<file path="src/rtl/key_encoder_eight.sv">
// key_encoder_eight: turns 8 raw active-high key lines into a 3-bit key code.
// The lines are synchronised, debounced and priority-encoded (highest index
// wins). Each new press event is presented on code/valid and held until ack.
module key_encoder_eight #(
  parameter int DEBOUNCE_CYCLES = 4
) (
  input  logic       clk,
  input  logic       rst,
  input  logic [7:0] keys,
  input  logic       ack,
  output logic [2:0] code,
  output logic       valid,
  output logic       overrun,
  output logic       held
);

  localparam int CW = (DEBOUNCE_CYCLES > 1) ? $clog2(DEBOUNCE_CYCLES) : 1;
  localparam logic [CW-1:0] CNT_LAST = CW'(DEBOUNCE_CYCLES - 1);

  typedef enum logic {ST_IDLE, ST_HELD} state_t;

  logic [7:0]    s1;
  logic [7:0]    s2;
  logic [7:0]    cand;
  logic [7:0]    stable;
  logic [CW-1:0] cnt;
  logic [2:0]    enc;
  logic [2:0]    last_enc;
  logic          fire;
  state_t        state;

  // Two-flop synchroniser; nothing else looks at the raw key lines.
  always_ff @(posedge clk or posedge rst) begin
    if (rst) begin
      s1 <= 8'h00;
      s2 <= 8'h00;
    end else begin
      s1 <= keys;
      s2 <= s1;
    end
  end

  // Debounce: a vector must stay unchanged for DEBOUNCE_CYCLES clocks to be
  // accepted; the counter saturates at the accept value instead of wrapping.
  always_ff @(posedge clk or posedge rst) begin
    if (rst) begin
      cand   <= 8'h00;
      cnt    <= '0;
      stable <= 8'h00;
    end else if (s2 != cand) begin
      cand <= s2;
      cnt  <= '0;
    end else if (cnt == CNT_LAST) begin
      stable <= cand;
    end else begin
      cnt <= cnt + 1'b1;
    end
  end

  // Priority encoder: the highest pressed index wins, zero when nothing is down.
  always_comb begin
    enc = 3'd0;
    for (int i = 0; i < 8; i++) begin
      if (stable[i]) enc = 3'(i);
    end
  end

  // A press event fires on the first press, or when the winning key changes
  // while something stays held. Releases never fire.
  always_comb begin
    fire = 1'b0;
    if (stable != 8'h00) begin
      if (state == ST_IDLE)      fire = 1'b1;
      else if (enc != last_enc)  fire = 1'b1;
    end
  end

  // Press-tracking FSM with the registered valid/ack handshake outputs.
  always_ff @(posedge clk or posedge rst) begin
    if (rst) begin
      state    <= ST_IDLE;
      last_enc <= 3'd0;
      code     <= 3'd0;
      valid    <= 1'b0;
      overrun  <= 1'b0;
      held     <= 1'b0;
    end else begin
      held <= |stable;

      if (stable == 8'h00) state <= ST_IDLE;
      else                 state <= ST_HELD;

      if (fire) begin
        last_enc <= enc;
        code     <= enc;
        valid    <= 1'b1;
        // Overwriting an unacknowledged event is an overrun; an ack on the
        // same edge means the old event was consumed in time.
        if (valid && !ack)     overrun <= 1'b1;
        else if (valid && ack) overrun <= 1'b0;
      end else if (valid && ack) begin
        valid   <= 1'b0;
        overrun <= 1'b0;
      end
    end
  end

endmodule
</file>
<file path="config.mk">
export PLATFORM = sky130hd
export DESIGN_NAME = key_encoder_eight
export DESIGN_NICKNAME = d
export VERILOG_FILES = /design/src/rtl/key_encoder_eight.sv
export SDC_FILE = /design/constraint.sdc
export NUM_CORES = 1
export LEC_CHECK = 0
export ABC_AREA = 1
export CORE_MARGIN = 3
export CORE_UTILIZATION = 55
export DETAILED_ROUTE_END_ITERATION = 12
export PLACE_DENSITY = 0.76
export RECOVER_POWER = 100
export SLEW_MARGIN = 20
export SYNTH_ARGS = -nofsm -noshare
export SYNTH_HDL_FRONTEND = slang
export SYNTH_SLANG_ARGS = --single-unit
</file>
<file path="constraint.sdc">
create_clock -name clk -period 2.8 [get_ports clk]
set_input_delay 0.42 -clock clk [delete_from_list [all_inputs] [get_ports clk]]
set_output_delay 0.42 -clock clk [all_outputs]
set_load 0.005 [all_outputs]
</file>
# [After elaboration in Yosys (flattened, before gate mapping)]
# Cells that the tools add are included.
[word_totals] regBits=41 in_bits=11 output_inout_bits=6 wordCells=42
[classes] n_addsub=1 n_eq_ne=4 mux=18 bitwise=1 reduce_logical=8
[ops] operator="3-bit 2-to-1 mux" count=6
[ops] operator="1-bit 2-to-1 mux" count=10
[ops] operator="8-bit logical NOT" count=1
[ops] operator="8-bit inequality test" count=1
[ops] operator="8-bit nonzero test" count=1
[ops] operator="8-bit OR reduction" count=1
[ops] operator="2-bit 2-to-1 mux" count=2
[ops] operator="3-bit inequality test" count=1
[ops] operator="2-bit by 1-bit adder with 2-bit output, second input constant" count=1
[ops] operator="2-bit equality test, second input constant" count=1
[ops] operator="1-bit logical AND" count=2
[ops] operator="2-bit inequality test, second input constant" count=1
[ops] operator="2-bit AND reduction" count=1
[ops] operator="2-bit nonzero test" count=1
[ops] operator="1-bit logical NOT" count=1
[ops] operator="1-bit inverter" count=1

# [Longest topological paths before layout]
[depth] ltp_word=12 mapped_depth=12 mapped_depth_nobuf=12

# [Worst setup path after synthesis]
# Ideal clock, no wire load.
[synth_path] path_kind="register -> register" startpoint="reg cand[2]" endpoint="reg stable[3]" arrival_time_ps=1188 path_slack_ps=1486 path_stages_with_launch=7 n_path_buf=1 synth_period_minus_slack_ps=1314 path_cell_list="dfrtp_1 > xnor2_1 > nand4_1 > or2_4 > nor2_8 > buf_6 > o21ai_0"
[synth_between] elab_chain_cells=3
[synth_rtl] item="start, declared" line_no="24" text="logic [7:0] cand;"
[synth_rtl] item="start signal, assigned" line_no="47" text="cand <= 8'h00;"
[synth_rtl] item="start signal, assigned" line_no="51" text="cand <= s2;"
[synth_rtl] item="8-bit inequality test" line_no="50" text="end else if (s2 != cand) begin"
[synth_rtl] item="1-bit inverter (no source line)"
[synth_rtl] item="2-bit AND reduction (no source line)"
[synth_rtl] item="end signal, assigned" line_no="54" text="stable <= cand;"
[synth_rtl] item="end, declared" line_no="25" text="logic [7:0] stable;"
# Every way passes these cells.
# A chain may end at the register's enable or synchronous reset.

# [Final worst setup path]
[layout_path] startpoint="reg cand[7]" endpoint="reg stable[4]"
# Same word-level chain as after synthesis.

==> run summary <==
Clock Pin Slew Worst Setup and Hold Paths -> 0.11 ns
Maximum fanout along the worst path -> 14
Slew Limit Fails -> 0
Number of remaining DRC errors -> 0
Peak VDD IR -> 0.000464 V
Worst-margin pin slew -> 0.747 ns
Fin area -> 1720 sq um
Fmax -> 522 MHz
Syn Area/Cell -> 10.9 sq um
Total die area -> 3360 sq um
Cell taking the most area after synthesis -> dfrtp_1
DR WL/cell -> 11.7 microns
Nets -> 163
Routed Antenna Nets -> 0
I/O pin cnt -> 17
Critical Path AT -> 2.12 ns
Reg2reg end -> stable[4]
Number of synthesized flops with an enable pin -> 0
CP startpoint -> cand[7]
Setup TNS -> 0 ns
Critical path buffers and inverters -> 0
Placed Area -> 1650 sq um
Core Region -> 2520 sq um
Routability Congestion -> 0.848
Run status -> finished clean
Critical Path, Cell by Cell -> xnor2_1 -> nand4_1 -> or2_0 -> nor2_1 -> o21ai_0
PwrDens -> 631 nW/um^2
Post-cts resize count -> 0
Synth Cell Area -> 1480 sq um
Die height -> 57.9 microns
Slowest stage cell, crit path -> nor2_1
Vias/cell -> 4.96
CTS max path bufs -> 2
Final setup violation count -> 0
Setup slack, reg-to-reg -> 0.88 ns
Worst-Skew Late Latency -> 0.33 ns
Max stage delay on crit path -> 0.61 ns
Top cell family by delay on the critical path -> simple AND/OR/NAND/NOR gates
Leakage power -> 0.835 nW
H-tree Lvls -> 2
Share of layout cells above drive strength 1 -> 5.96%
Final Hold Fails -> 0
Initial Util -> 58.8%
RSZ-0062 raised after global routing -> false
Final worst slack -> 0.883 ns
Worst setup SP type -> flip-flop
Critical Path RT -> 3.00 ns
Die Width -> 57.9 microns
Unique masters post-synth -> 17
Commonest cells post-synth -> dfrtp_1 (40), nand2_1 (32), inv_1 (15), nand3_1 (9)
Worst-case reg-to-reg path depth -> 5
Final Cycle Share -> 68.5%
Top_reg_cell synth -> dfrtp_1
Num rows -> 18
Filler cells -> 203
Register area share after synthesis -> 67.5%
Maxcap violations -> 0
Largest net degree at the start of global routing -> 41
Grt ovf -> 0
1st-iter DRT viols -> 45
First-pass GRT wire length -> 3630 microns
TritonCTS clock tree -> built
Yosys reg bits -> 40
Final wirelength -> 2110 microns
Fin Clk Skew -> 0.00474 ns
Post-Place Setup Slack -> 1.38 ns
Syn nets -> 148
Synth top area share -> 67.5%
DR pass1 iterations -> 4
Post CTS Setup Buffer Count -> 0
HP Class -> reg -> reg
Crit path to -> stable[4]
Vias -> 897
Setup crit end kind -> flip-flop
Rel. slew slack -> 50.0%
Post-Synthesis Cells -> 136
Number of global-route vias before repair -> 898
Yosys synthesis warning count -> 0
ANT cells -> 0
RR Startpoint -> cand[7]
Asr flop ratio synth -> 100%
Total CTS buffers -> 5
Crit path depth -> 5
Synth-to-layout area growth -> 16.1%
Crit Path Class -> reg -> reg
Num Clock Sinks -> 40
Hold Buf Count CTS -> 0
Buffers on Ports -> 16
DP Wirelength -> 1500 microns
Most common cell in the synthesized netlist -> dfrtp_1
Initial antenna violation count -> 0
GRT Total Usage -> 14.9%
Fin crit period -> 1.92 ns
Clock root buffer -> clkbuf_4
Synth top area cells -> dfrtp_1 (67%), nand2_1 (8.1%), xnor2_1 (4.7%)
-- metal layers --
metal	vias to the layer above	track usage [%]	wire length, microns
met5	-	0	0
met4	0	10.9	47
met3	5	4.90	123
met2	32	23.2	990
met1	416	17.0	949
li1	444	-	-
-- state kept, by name, indices dropped and copies added, names as in the netlist, named ones only --
register / flops
cand: 8
cnt: 2
held: 1
last_enc: 3
s1: 8
s2: 8
stable: 8
valid: 1
-- cells by family (layout without fill, tap and decap cells) --
| group | Yosys count | count (layout) | share of synthesized area [%] |
|---|---|---|---|
| xor gates and xnor gates | 9 | 9 | 5.31 |
| and+or+nand+nor | 50 | 50 | 15.3 |
| DFF | 40 | 40 | 67.5 |
| AOI/OAI and AO/OA | 12 | 12 | 4.55 |
| adders and majority gates | 1 | 1 | 0.843 |
| buffers and inverters | 24 | 39 | 6.58 |
-- cell type report --
| type | instances | area, sq um | area share (%) |
|---|---|---|---|
| clock inverter | 2 | 60.1 | 3.49 |
| multi-input combinational | 72 | 363 | 21.1 |
| tap | 30 | 37.5 | 2.18 |
| clock buffer | 5 | 37.5 | 2.18 |
| timing repair buffer | 17 | 168 | 9.73 |
| inverter | 15 | 56.3 | 3.27 |
| sequential | 40 | 1000 | 58.1 |
-- stage by stage --
stage	hold WS (ns)	std cells	total power, mW	utilization [%]
2_1_floorplan	0.331	136	0.639	-
3_3_place_gp	0.332	174	0.659	65.3
3_5_place_dp	0.339	174	0.661	65.3
4_1_cts	0.365	181	1.11	69.2
5_1_grt	0.370	181	1.13	68.3
6_report	0.361	181	1.09	68.3
-- layout by cell type, fill, tap and decap left out --
cell and instances:
dlygate4sd3_1 15, nand3_1 9, nor2_1 5, bufinv_16 2, o21ai_2 1, clkbuf_4 5
o21ai_0 9, nor3_1 1, buf_4 1, xnor2_1 8, or2_0 1, nand2_1 32
dfrtp_1 40, ha_1 1, inv_1 15, clkdlybuf4s50_1 1, nand4_1 2, a21oi_1 2
xor2_1 1
-- worst min-delay path by stage --
| stage | from | end | slack [ns] | depth (start not counted) |
|---|---|---|---|---|
| 2_1_floorplan | s1[0] | s2[0] | 0.33 | 0 |
| 3_3_place_gp | s1[2] | s2[2] | 0.33 | 0 |
| 3_5_place_dp | s1[4] | s2[4] | 0.34 | 0 |
| 4_1_cts | s1[4] | s2[4] | 0.36 | 0 |
| 5_1_grt | s1[4] | s2[4] | 0.37 | 0 |
| 6_report | s1[3] | s2[3] | 0.36 | 0 |
-- worst reg2reg max path, cell delays in order (launching register included) --
cell and delay [ns]:
dfrtp_1 0.41, xnor2_1 0.19, nand4_1 0.11, or2_0 0.32, nor2_1 0.61, o21ai_0 0.16
-- report_power, final --
part           leakage (nW)  switching [mW]  total, mW  internal (mW)
logic                 0.281          0.0170     0.0376         0.0205
registers             0.502          0.0102      0.606          0.596
clock network        0.0513           0.171      0.444          0.273
No activity file was read; power rests on OpenSTA's default activity.
==> patch, RTL diff (config.mk and constraints unchanged) <==
Reset style: synchronous (`rst`), changed in 3 clocked blocks.
--- a/src/rtl/key_encoder_eight.sv
+++ b/src/rtl/key_encoder_eight.sv
@@ -31,5 +31,5 @@
 
   // Two-flop synchroniser; nothing else looks at the raw key lines.
-  always_ff @(posedge clk or posedge rst) begin
+  always_ff @(posedge clk) begin
     if (rst) begin
       s1 <= 8'h00;
@@ -43,5 +43,5 @@
   // Debounce: a vector must stay unchanged for DEBOUNCE_CYCLES clocks to be
   // accepted; the counter saturates at the accept value instead of wrapping.
-  always_ff @(posedge clk or posedge rst) begin
+  always_ff @(posedge clk) begin
     if (rst) begin
       cand   <= 8'h00;
@@ -77,5 +77,5 @@
 
   // Press-tracking FSM with the registered valid/ack handshake outputs.
-  always_ff @(posedge clk or posedge rst) begin
+  always_ff @(posedge clk) begin
     if (rst) begin
       state    <= ST_IDLE;
Check against the original RTL: differs if rst is asserted again (counterexample within 10 cycles, from zero or initial values and one cycle with rst high); with rst held inactive, the same outputs for 10 cycles.
==> patch against the original RTL <==
  * Total power shrank 15%
  * Routed wire length grew 6.7%
  * Count of clock-buffer cells in the layout grew 2
  * Cell area shrank 0.15%
  * Fmax grew 10%
  * Synthesized area grew 1.3%
  * Sequential share of layout area shrank 12 points
  * Critical path depth shrank 4
  * Clock power shrank 38%
  * Register-to-register slack gained 0.40 ns
  * Core utilization shrank 0.70 points
  * Sequential cell count is the same
  * Setup slack gained 0.18 ns
==> patch: results (changes against the original RTL) <==
CP endpoint: valid (was stable[4])
R2R Setup Slk: 1.28 ns (was 0.88 ns)
Synth cell types: 21 (was 17)
final WL: 2250 um (was 2110 um)
post-synth net total: 202 (was 148)
slowest CP cell: dlygate4sd3_1 (was nor2_1)
Placed Area: 0.00168 mm2 (was 0.00165 mm2)
Worst path max stage delay: 0.59 ns (was 0.61 ns)
layout cells sized above 1: 5.69% (was 5.96%)
asr flop ratio synth: 0% (was 100%)
maximum fanout along the worst path: 4 (was 14)
Area contributors post-synth: dfxtp_1 (53%), inv_1 (9.5%), nor2_1 (8.0%), nand2_1 (6.7%), xor2_1 (4.7%) (was dfrtp_1 (67%), nand2_1 (8.1%), xnor2_1 (4.7%), inv_1 (3.8%), nand3_1 (3.0%))
gr usage total: 16.7% (was 14.9%)
hpwl dp: 1780 um (was 1500 um)
Post-synth top cells: dfxtp_1 (40), inv_1 (38), nor2_1 (32) (was dfrtp_1 (40), nand2_1 (32), inv_1 (15))
CP arrival: 1.32 ns (was 2.12 ns)
via/cell ratio: 4.54 (was 4.96)
register area share after synthesis: 53.3% (was 67.5%)
Slew @ Worst Pin: 0.704 ns (was 0.747 ns)
nets: 222 (was 163)
status: finished clean (unchanged)
VDD IR-drop max: 0.514 mV (was 0.464 mV)
reg-to-reg endpoint: stable[5] (was stable[4])
Worst Skew: 0.00990 ns (was 0.00474 ns)
vias in the first global route: 1,063 (was 898)
largest net degree at the start of global routing: 20 (was 41)
-- patch: cell types whose count changed in the layout (fill, tap and decap cells not counted), sizes merged, moves of 3 or more --
cell	before	now
clkdlybuf4s50	1	9
nor2	5	35
xnor2	8	0
nand2	32	29
dlygate4sd3	15	7
inv	15	40
dfxtp	0	40
clkbuf	5	8
dfrtp	40	0
xor2	1	8
a21oi	2	14
-- patch: through the flow --
step / instances / utilization, % / setup slack [ns]
3_5_place_dp: 233 / 66.2 / 1.08
5_1_grt: 241 / 67.6 / 0.909
6_report: 241 / 67.6 / 1.06
4_1_cts: 241 / 68.3 / 1.12
3_3_place_gp: 233 / 66.2 / 1.12
2_1_floorplan: 190 / - / 1.57
-- patch: final cells by class --
type | count | area share, %
sequential | 40 | 46.5
timing repair buffer | 17 | 9.53
inverter | 40 | 8.73
tap | 30 | 2.18
clock inverter | 1 | 0.509
multi-input combinational | 106 | 29.9
clock buffer | 7 | 2.62
-- patch: how the worst min path moves through the flow --
stage | startpoint | slack [ns] | endpoint
after floorplan | s1[0] | 0.39 | s2[0]
after global placement | s1[4] | 0.39 | s2[4]
after detailed placement | s1[1] | 0.39 | s2[1]
after CTS | s1[1] | 0.41 | s2[1]
after global routing | s1[0] | 0.44 | s2[0]
final | s1[1] | 0.41 | s2[1]
-- patch: logic make-up after synthesis --
| kind of cell | synth area share [%] |
|---|---|
| compound gates | 8.16 |
| xor+xnor | 4.66 |
| fa+ha+maj | 0.833 |
| buf+inv | 11.6 |
| flops | 53.3 |
| simple gates | 21.5 |
-- patch: metal layers --
layer / share of wire [%] / vias to the layer above / wire (um) / track usage (%)
li1: - / 606 / - / -
met1: 46 / 466 / 1050 / 18.3
met2: 47 / 17 / 1060 / 27.6
met3: 4.4 / 5 / 99 / 8.02
met4: 2.0 / 0 / 46 / 6.95
met5: 0 / - / 0 / 0
-- patch: power by group through the flow --
stage	Sequential, mW	Combinational [mW]	Clock, mW
floorplan	0.604	0.0372	0
global placement	0.605	0.0564	0
detailed placement	0.606	0.0581	0
CTS	0.593	0.0584	0.288
global route	0.595	0.0646	0.317
finish	0.592	0.0553	0.276
